**src/rtl/fir_ctrl.sv**
```systemverilog
// FIR controller: loads a coefficient set into the MAC core, then sequences
// one push/multiply/accumulate/wait pass per accepted sample and hands the
// core result downstream with a valid/ready handshake.
module fir_ctrl #(
    parameter int unsigned NTAPS    = 64,
    parameter int unsigned CORE_LAT = 2
) (
    input  logic        clk,
    input  logic        resetn,
    input  logic        cfg_start,
    input  logic        in_valid,
    output logic        in_ready,
    input  logic [15:0] in_data,
    output logic        out_valid,
    input  logic        out_ready,
    output logic [31:0] out_data,
    output logic        coef_loaded,
    output logic [15:0] core_din,
    output logic [13:0] core_addr,
    output logic [1:0]  core_dload,
    output logic        core_cload,
    output logic        core_mul_en,
    output logic        core_acc_en,
    input  logic [31:0] core_dout
);

    localparam int unsigned IW = 6;
    localparam int unsigned WW = 8;
    localparam logic [IW-1:0] LAST_IDX = IW'(NTAPS - 1);
    localparam logic [WW-1:0] LAT_INIT = WW'(CORE_LAT);

    typedef enum logic [2:0] {
        IDLE,
        LDCOEF,
        WAITS,
        PUSH,
        MUL,
        ACC,
        WAITR,
        OUT
    } state_t;

    state_t        state_q, state_d;
    logic [IW-1:0] cidx_q, cidx_d;
    logic [IW-1:0] sptr_q, sptr_d;
    logic [WW-1:0] wcnt_q, wcnt_d;
    logic          coef_q, coef_d;
    logic [15:0]   sample_q, sample_d;
    logic          out_valid_q, out_valid_d;
    logic [31:0]   out_data_q, out_data_d;

    // State and datapath registers, cleared asynchronously so any partial
    // load or pending result is discarded.
    always_ff @(posedge clk or negedge resetn) begin
        if (!resetn) begin
            state_q     <= IDLE;
            cidx_q      <= '0;
            sptr_q      <= '0;
            wcnt_q      <= '0;
            coef_q      <= 1'b0;
            sample_q    <= '0;
            out_valid_q <= 1'b0;
            out_data_q  <= '0;
        end else begin
            state_q     <= state_d;
            cidx_q      <= cidx_d;
            sptr_q      <= sptr_d;
            wcnt_q      <= wcnt_d;
            coef_q      <= coef_d;
            sample_q    <= sample_d;
            out_valid_q <= out_valid_d;
            out_data_q  <= out_data_d;
        end
    end

    // Next-state logic plus the per-cycle core strobes decoded from state.
    always_comb begin
        state_d     = state_q;
        cidx_d      = cidx_q;
        sptr_d      = sptr_q;
        wcnt_d      = wcnt_q;
        coef_d      = coef_q;
        sample_d    = sample_q;
        out_valid_d = out_valid_q;
        out_data_d  = out_data_q;
        in_ready    = 1'b0;
        core_din    = '0;
        core_addr   = '0;
        core_dload  = 2'b11;
        core_cload  = 1'b0;
        core_mul_en = 1'b0;
        core_acc_en = 1'b0;

        unique case (state_q)
            IDLE: begin
                if (cfg_start) begin
                    state_d = LDCOEF;
                    cidx_d  = '0;
                    coef_d  = 1'b0;
                end
            end
            LDCOEF: begin
                in_ready = 1'b1;
                if (in_valid) begin
                    core_cload = 1'b1;
                    core_din   = in_data;
                    core_addr  = {8'b0, cidx_q};
                    cidx_d     = IW'(cidx_q + IW'(1));
                    if (cidx_q == LAST_IDX) begin
                        state_d = WAITS;
                        coef_d  = 1'b1;
                        sptr_d  = '0;
                    end
                end
            end
            WAITS: begin
                in_ready = 1'b1;
                // An accepted sample takes priority over a reload request.
                if (in_valid) begin
                    sample_d = in_data;
                    state_d  = PUSH;
                end else if (cfg_start) begin
                    state_d = LDCOEF;
                    cidx_d  = '0;
                    coef_d  = 1'b0;
                end
            end
            PUSH: begin
                core_dload = 2'b00;
                core_din   = sample_q;
                core_addr  = {8'b0, sptr_q};
                sptr_d     = (sptr_q == LAST_IDX) ? '0 : IW'(sptr_q + IW'(1));
                state_d    = MUL;
            end
            MUL: begin
                core_mul_en = 1'b1;
                state_d     = ACC;
            end
            ACC: begin
                core_acc_en = 1'b1;
                wcnt_d      = LAT_INIT;
                state_d     = WAITR;
            end
            WAITR: begin
                wcnt_d = (wcnt_q == '0) ? '0 : WW'(wcnt_q - WW'(1));
                // Capture on the cycle the counter reaches zero, when the
                // core result has become valid.
                if (wcnt_q <= WW'(1)) begin
                    out_data_d  = core_dout;
                    out_valid_d = 1'b1;
                    state_d     = OUT;
                end
            end
            OUT: begin
                if (out_ready) begin
                    out_valid_d = 1'b0;
                    state_d     = WAITS;
                end
            end
            default: begin
                state_d = IDLE;
            end
        endcase
    end

    assign out_valid   = out_valid_q;
    assign out_data    = out_data_q;
    assign coef_loaded = coef_q;

endmodule

```
**config.mk**
```make
export PLATFORM = sky130hd
export DESIGN_NAME = fir_ctrl
export DESIGN_NICKNAME = d
export VERILOG_FILES = /design/src/rtl/fir_ctrl.sv
export SDC_FILE = /design/constraint.sdc
export NUM_CORES = 1
export LEC_CHECK = 0
export ABC_CLOCK_PERIOD_IN_PS = 3300
export CORE_ASPECT_RATIO = 0.8
export CORE_MARGIN = 1.5
export CORE_UTILIZATION = 50
export CTS_BUF_LIST = sky130_fd_sc_hd__clkbuf_4 sky130_fd_sc_hd__clkbuf_8 sky130_fd_sc_hd__clkbuf_16
export CTS_CLUSTER_SIZE = 25
export DETAILED_ROUTE_END_ITERATION = 10
export PLACE_DENSITY = 0.91
export SETUP_SLACK_MARGIN = 0.2
export SLEW_MARGIN = 20
export SYNTH_ARGS = -nofsm -noshare
export SYNTH_HDL_FRONTEND = slang
export SYNTH_SLANG_ARGS = --single-unit
```
**constraint.sdc**
```tcl
create_clock -name clk -period 3.3 [get_ports clk]
set_input_delay 0.66 -clock clk [delete_from_list [all_inputs] [get_ports clk]]
set_output_delay 0.66 -clock clk [all_outputs]
set_load 0.005 [all_outputs]
```
==> results.md, run 1 <==
- Largest cells by area after synthesis: dfrtp_1 (50%), mux2_4 (12%), mux2_2 (6.1%)
- Synth Area in Compound Gates: 13.41%
- Finish-stage setup viols: 0
- Slowest-stage cell, CP: clkdlybuf4s50_1
- Fin. max-slew vios: 0
- Via count: between 2000 and 3000
- Layout cell share with drive strength beyond 1: about a fifth
- Hold_ws: between 0.3 and 0.4 ns
- Maximum clock insertion buffer count: 2
- Crit end category: output port
- Peak fanout along the critical path: 25
- Total Neg Setup Slack: 0 ns
- Failing checks: design-rule violations
- Post-Synth Simple-Gate Area: a little over 9%
- Vias in the first global route: slightly below 3000
- Post-cts repair resize count: 0
- Area Overhead vs Synth: 36.73%
- Ant. Diodes: 0
- Pre-Repair DR Iteration Count: 7
- PortBufs: roughly 110
- Area share of the largest cell type after synthesis: 49.69%
- Status: complete, but fails checks
- Fin crit share: 91.72%
- Fmax: approximately 330 MHz
- Max-cap violations: 0
- Post-synthesis xor/xnor area fraction: approximately 1.7%
- Synthesis-stage register bit count: 73
- Final min period: 3.027 ns
- CTS Hold Buffers Added: 0
- Starting DRT DRC Count: 131
- Post-synth ARST share: 100.0%
- TritonCTS Buffers: 9
- Postcts setup bufs: 0
- Routed wire per std cell: 17.47 µm
- Largest area contributor in the netlist: dfrtp_1
- Total grt overflow: 0
- Width of the die: around 100 µm
- Power Density: 889.2 nW/µm²
- Most numerous cell in the Yosys netlist: dfrtp_1
- Die Area: about 8000 µm²
- Top post-synthesis cells by count: dfrtp_1 (73), mux2_4 (29), a22o_1 (23), mux2_2 (20), nor2_1 (17)
- Worst Skew: 0.009627 ns
- Post-synth cell types: 49
- Worst skew pair latency: 0.35 ns
- Crit path launch type: input port
- Worst EP arrival: 2.37 ns
- Core Box Area: between 6000 and 7000 µm²
- CP Class: in2out
- Routed WL: between 8000 and 9000 µm
- Post-synth EDFFs: 0
- Ys Warns: 0
- H-tree Lvls: 3
- Hold WC Path Type: in2async
- Fraction of the mapped netlist area in adder cells: between 1.5 and 2%
- Clock Root Buffer: clkbuf_8
- Main combinational cell family by area after synthesis: multiplexers
- IO Count: 123
- Commonest register cell after synthesis: dfrtp_1
- Hold Vio Cnt, Final: 0
- # rows: 27
- Hpwl dp: about 6300 µm
- Proportion of synthesized area in mux cells: between 15 and 20%
- CP max stage delay: between 0.5 and 0.6 ns
- Mapped Area: approximately 3700 µm²
- # DRC: 1
- Clk slew on worst S/H paths: 0.08 ns
- WP data required: roughly 2.6 ns
- GR Util All Layers: about a quarter
- VDD IR max: ~570 µV
- CTS Sinks: 73
- RSZ-0062 raised after global routing: false
- Final Cell Area: around 5000 µm²
- Vias per cell: 5.510
- Post-Syn Instances: slightly below 300
- First-pass GRT wire length: approximately 14000 µm
- Worst path cell trace: clkdlybuf4s50_1 > nand2b_1 > nor2_1 > buf_12 > a22o_1 > clkdlybuf4s50_1
- Most used cell, CP: clkdlybuf4s50_1
- Die Ht: between 70 and 80 µm
- Final nets: roughly 470
- Leakage power: around 2.1 nW
- Largest net degree at the start of global routing: 43
- GPL Wtd Cong: roughly 0.76
- DRT antenna net count: 0
- Max-slew headroom: roughly 48%
- Worst Max-Slew Pin Slew: roughly 0.78 ns
- Register area share after synthesis: 49.69%
- TritonCTS clock tree: done
- DP Area: 4827 µm²
- Starting Density: a little over half
- Initial antenna violation count: 0
- Syn avg cell area: about 13 µm²
state kept, by name, indices dropped and copies added, names as in the netlist:
name and flops:
state_q 3, sptr_q 6, wcnt_q 8, sample_q 16, cidx_q 6, out_data 32, coef_loaded 1, out_valid 1
power by group:
part           switching, mW  internal [mW]  leakage [nW]
registers              0.396           1.32         0.887
clock network          0.345          0.360        0.0963
logic                  0.788           1.26          1.16
total                   1.53           2.94          2.15
cells by family (layout without fill, tap and decap cells):
logic type / count (synthesis) / count (layout)
AOI/OAI and AO/OA: 65 / 65
xor gates and xnor gates: 7 / 7
adders and majority gates: 5 / 5
buffers and inverters: 29 / 142
DFF: 73 / 73
muxes: 51 / 51
other: 1 / 8
and+or+nand+nor: 62 / 62
path summary, 6_finish.rpt:
check,cells past startpoint,slack (ns),end,from
max,6,0.27,core_addr[3],in_valid
min,1,0.37,sample_q[5],resetn
max reg2reg,3,1.05,out_data[1],state_q[0]
min reg2reg,1,0.51,sample_q[8],sample_q[8]
max in group asynchronous,2,2.26,out_data[14],resetn
min in group clk,1,0.51,sample_q[8],sample_q[8]
layout by cell type (no fill, tap or decap), drive strengths merged, types with 6 or more instances in the layout:
cell type	instances
mux2	49
dfrtp	73
inv	8
a22o	23
nand2	15
a21oi	15
nor2	19
clkdlybuf4s50	113
conb	8
o21ai	8
buf	6
clkbuf	10
area by class of cell:
cell class,count,area [µm²]
inverters,7,26.28
multi-input cells,198,1667
well taps,87,108.9
clock buffers,10,131.4
repair buffers,119,1199
flip-flops and latches,73,1827
fillers,444,1967
clock inverters,6,67.56
per-layer routing:
layer / vias up / global-route usage (%) / part of all wire, %
met5: - / 0 / 0
met4: 0 / 7.571 / 1.1
met3: 10 / 8.669 / 7.1
met2: 85 / 39.59 / 50
met1: 1390 / 27.42 / 42
li1: 1270 / - / -
worst max-delay path, delay by kind of cell:
kind                   cells  cell delay [ns]
buffers and inverters      3             1.21
AO/OA/AOI/OAI              1             0.14
AND/OR/NAND/NOR            2             0.35
per-stage QoR:
stage	setup slack [ns]	utilization [%]	power (mW)	cells
6_report	0.2734	71.87	4.469	500
5_1_grt	0.2142	71.87	4.731	500
4_1_cts	0.2774	71.87	4.496	500
3_5_place_dp	0.2859	69.03	3.744	484
3_3_place_gp	0.3154	69.03	3.645	484
2_1_floorplan	1.213	-	2.879	300
(Power assumes the default switching activity.)
==> inputs of run 2 (changes only) <==
--- a/config.mk
+++ b/config.mk
@@ -8,11 +8,11 @@
 export ABC_CLOCK_PERIOD_IN_PS = 3300
 export CORE_ASPECT_RATIO = 0.8
 export CORE_MARGIN = 1.5
-export CORE_UTILIZATION = 50
+export CORE_UTILIZATION = 40
 export CTS_BUF_LIST = sky130_fd_sc_hd__clkbuf_4 sky130_fd_sc_hd__clkbuf_8 sky130_fd_sc_hd__clkbuf_16
 export CTS_CLUSTER_SIZE = 25
 export DETAILED_ROUTE_END_ITERATION = 10
-export PLACE_DENSITY = 0.91
+export PLACE_DENSITY = 0.76
 export SETUP_SLACK_MARGIN = 0.2
 export SLEW_MARGIN = 20
 export SYNTH_ARGS = -nofsm -noshare
==> run 2 against run 1 <==
Compared with the run above: the run now ends clean; hold slack improved by 0.078 ns; clock-buffer cell count unchanged; register-to-register slack improved by 0.03 ns; sequential power about the same; critical path depth is 2 lower; clock skew decreased by 0.0050 ns; flip-flop and latch count did not move; clock power rose by 59%; critical path type is now reg2out; critical endpoint unchanged; largest power group unchanged; highest routed layer unchanged.
==> results.md, run 2 (same netlist as run 1, synthesis figures left out) <==
- Status: finished, final reports clean
- Worst skew pair latency: 0.33 ns (-0.02 ns)
- WP data required: 2.64 ns (about the same)
- GR Util All Layers: 16.88% (-6.4 points)
- Crit path launch: state_q[0]
- Most frequent cells in the layout: clkdlybuf4s50_1 (112), dfrtp_1 (73), mux2_4 (29)
- Largest net degree at the start of global routing: 74 (+72%)
- Fmax: 347.7 MHz (+5.2%)
- Ant. Diodes: 0 (unchanged)
- Crit path launch type: flip-flop
- Worst Max-Slew Pin Slew: 0.8963 ns (+0.1205 ns)
- Worst path cell trace: and3b_1 > buf_4 > a22o_1 > clkdlybuf4s50_1
- RSZ-0062 raised after global routing: false
- Layout cell share with drive strength beyond 1: 19.17% (+0.29 points)
- Hold WC Path Type: in2async
- Slowest-stage cell, CP: dfrtp_1
- Final nets: 466 (unchanged)
- Postcts setup bufs: 0 (unchanged)
- Hpwl dp: 5471 µm (-13%)
- End point of the critical path: core_addr[3]
- Vias per cell: 5.127 (-6.9%)
- Core Box Area: 8999 µm² (+29%)
- Routed WL: 7916 µm (-9.4%)
- Crit end category: output port
- Layout Utilization: 57.87% (-14 points)
- Starting DRT DRC Count: 100 (-24%)
- CTS Hold Buffers Added: 0 (unchanged)
- Maximum clock insertion buffer count: 2 (unchanged)
- R2r endpoint: out_data[1]
- Total Power: 4.841 mW (+8.3%)
- Power Density: 929.7 nW/µm² (+4.5%)
- DRT antenna net count: 0 (unchanged)
- Max-slew headroom: 40.24% (-7.6 points)
- Commonest non-fill, non-tap cell in the layout: clkdlybuf4s50_1
- # DRC: 0 (-1)
- Die Area: 9778 µm² (+24%)
- Starting Density: 40.85% (-12 points)
- Max reg flops: 32 (unchanged)
- R2r setup slk: 1.08 ns (+0.03 ns)
- Via count: 2702 (-1.9%)
- CTS Sinks: 73 (unchanged)
- H-tree Lvls: 3 (unchanged)
- TritonCTS clock tree: done
- Vias in the first global route: 2621 (-11%)
- Finish-stage setup viols: 0 (unchanged)
- Final min period: 2.876 ns (-0.1503 ns)
- Total Neg Setup Slack: 0 ns (unchanged)
- Worst Skew: 0.004671 ns (-0.004956 ns)
- CP max stage delay: 0.63 ns (+0.10 ns)
- Hold Vio Cnt, Final: 0 (unchanged)
- Final cell count without fillers: 527 (+5.4%)
- Routed wire per std cell: 15.02 µm (-14%)
- # rows: 31 (+15%)
- CP Class: reg2out
- GPL Wtd Cong: 0.7377 (-2.5%)
- Total grt overflow: 0 (unchanged)
- VDD IR max: 413.9 µV (-27%)
- IO Count: 123 (unchanged)
- Initial antenna violation count: 0 (unchanged)
- Worst reg2reg path depth: 3 (unchanged)
- Clock Root Buffer: clkbuf_16
- Fin crit share: 87.16% (-4.6 points)
- First-pass GRT wire length: 12670 µm (-11%)
- Final Cell Area: 5207 µm² (+3.6%)
- PortBufs: 114 (unchanged)
- R2R Path Start: state_q[0]
- Die Ht: 88.75 µm (+11%)
- Clk slew on worst S/H paths: 0.06 ns (-0.02 ns)
- DP Area: 4832 µm² (+0.10%)
- Worst EP arrival: 2.22 ns (-0.15 ns)
- Fin. max-slew vios: 0 (unchanged)
- Pre-Repair DR Iteration Count: 4 (-3)
- Area Overhead vs Synth: 41.66%
- Leakage power: 2.230 nW (+3.9%)
- TritonCTS Buffers: 9 (unchanged)
- Peak fanout along the critical path: 28 (+12%)
- Max-cap violations: 0 (unchanged)
- Inst Count DP: 511 (+5.6%)
- Width of the die: 110.2 µm (+11%)
[run 2: cell count changes in the layout (fill, tap and decap cells not counted), sizes merged]
cell	change
bufinv	+2
inv	-1
clkinvlp	-2
dlymetal6s2s	+1
clkdlybuf4s50	-1
[run 2: layout make-up]
class	count	area (µm²)
clock buffers	10	239.0
clock inverters	5	103.9
fillers	750	3791
inverters	7	26.28
multi-input cells	198	1682
flip-flops and latches	73	1827
well taps	115	143.9
repair buffers	119	1186
[run 2: worst max-delay path: cells and delay by family (launching register included)]
| family | cells | cell delay, ns |
|---|---|---|
| DFF | 1 | 0.63 |
| AOI/OAI and AO/OA | 1 | 0.22 |
| and+or+nand+nor | 1 | 0.23 |
| buffers and inverters | 2 | 0.80 |
[run 2: metal layers]
metal	share of wire, %	wire length [µm]	global-route usage [%]
met3	5.8	462	4.934
met4	1.5	117	6.294
met5	0	0	0
met2	46	3664	26.31
met1	46	3670	22.45
[run 2: worst min-delay path by stage]
| stage | slack [ns] | start | end |
|---|---|---|---|
| floorplan | 0.36 | resetn | cidx_q[0] |
| global placement | 0.46 | out_valid | out_valid |
| detailed placement | 0.47 | out_valid | out_valid |
| CTS | 0.49 | resetn | out_data[30] |
| global route | 0.49 | out_valid | out_valid |
| finish | 0.44 | resetn | out_data[30] |
[run 2: what timing repair did]
item,in CTS,in global routing
setup endpoints to repair,22,22
endpoints found under the hold margin,0,0
gates resized for setup,1,7
cloned,0,1
[run 2: through the flow]
| stage | hold slack (ns) | setup WS (ns) |
|---|---|---|
| floorplan | 0.3644 | 1.213 |
| global placement | 0.4608 | 0.1831 |
| detailed placement | 0.4696 | 0.1569 |
| CTS | 0.4880 | 0.1897 |
| global route | 0.4932 | 0.3251 |
| finish | 0.4441 | 0.4237 |
[run 2: power by group]
part           switching [mW]  internal, mW
Clock                   0.368         0.755
Combinational           0.763          1.27
Sequential              0.364          1.32
Total                    1.50          3.35
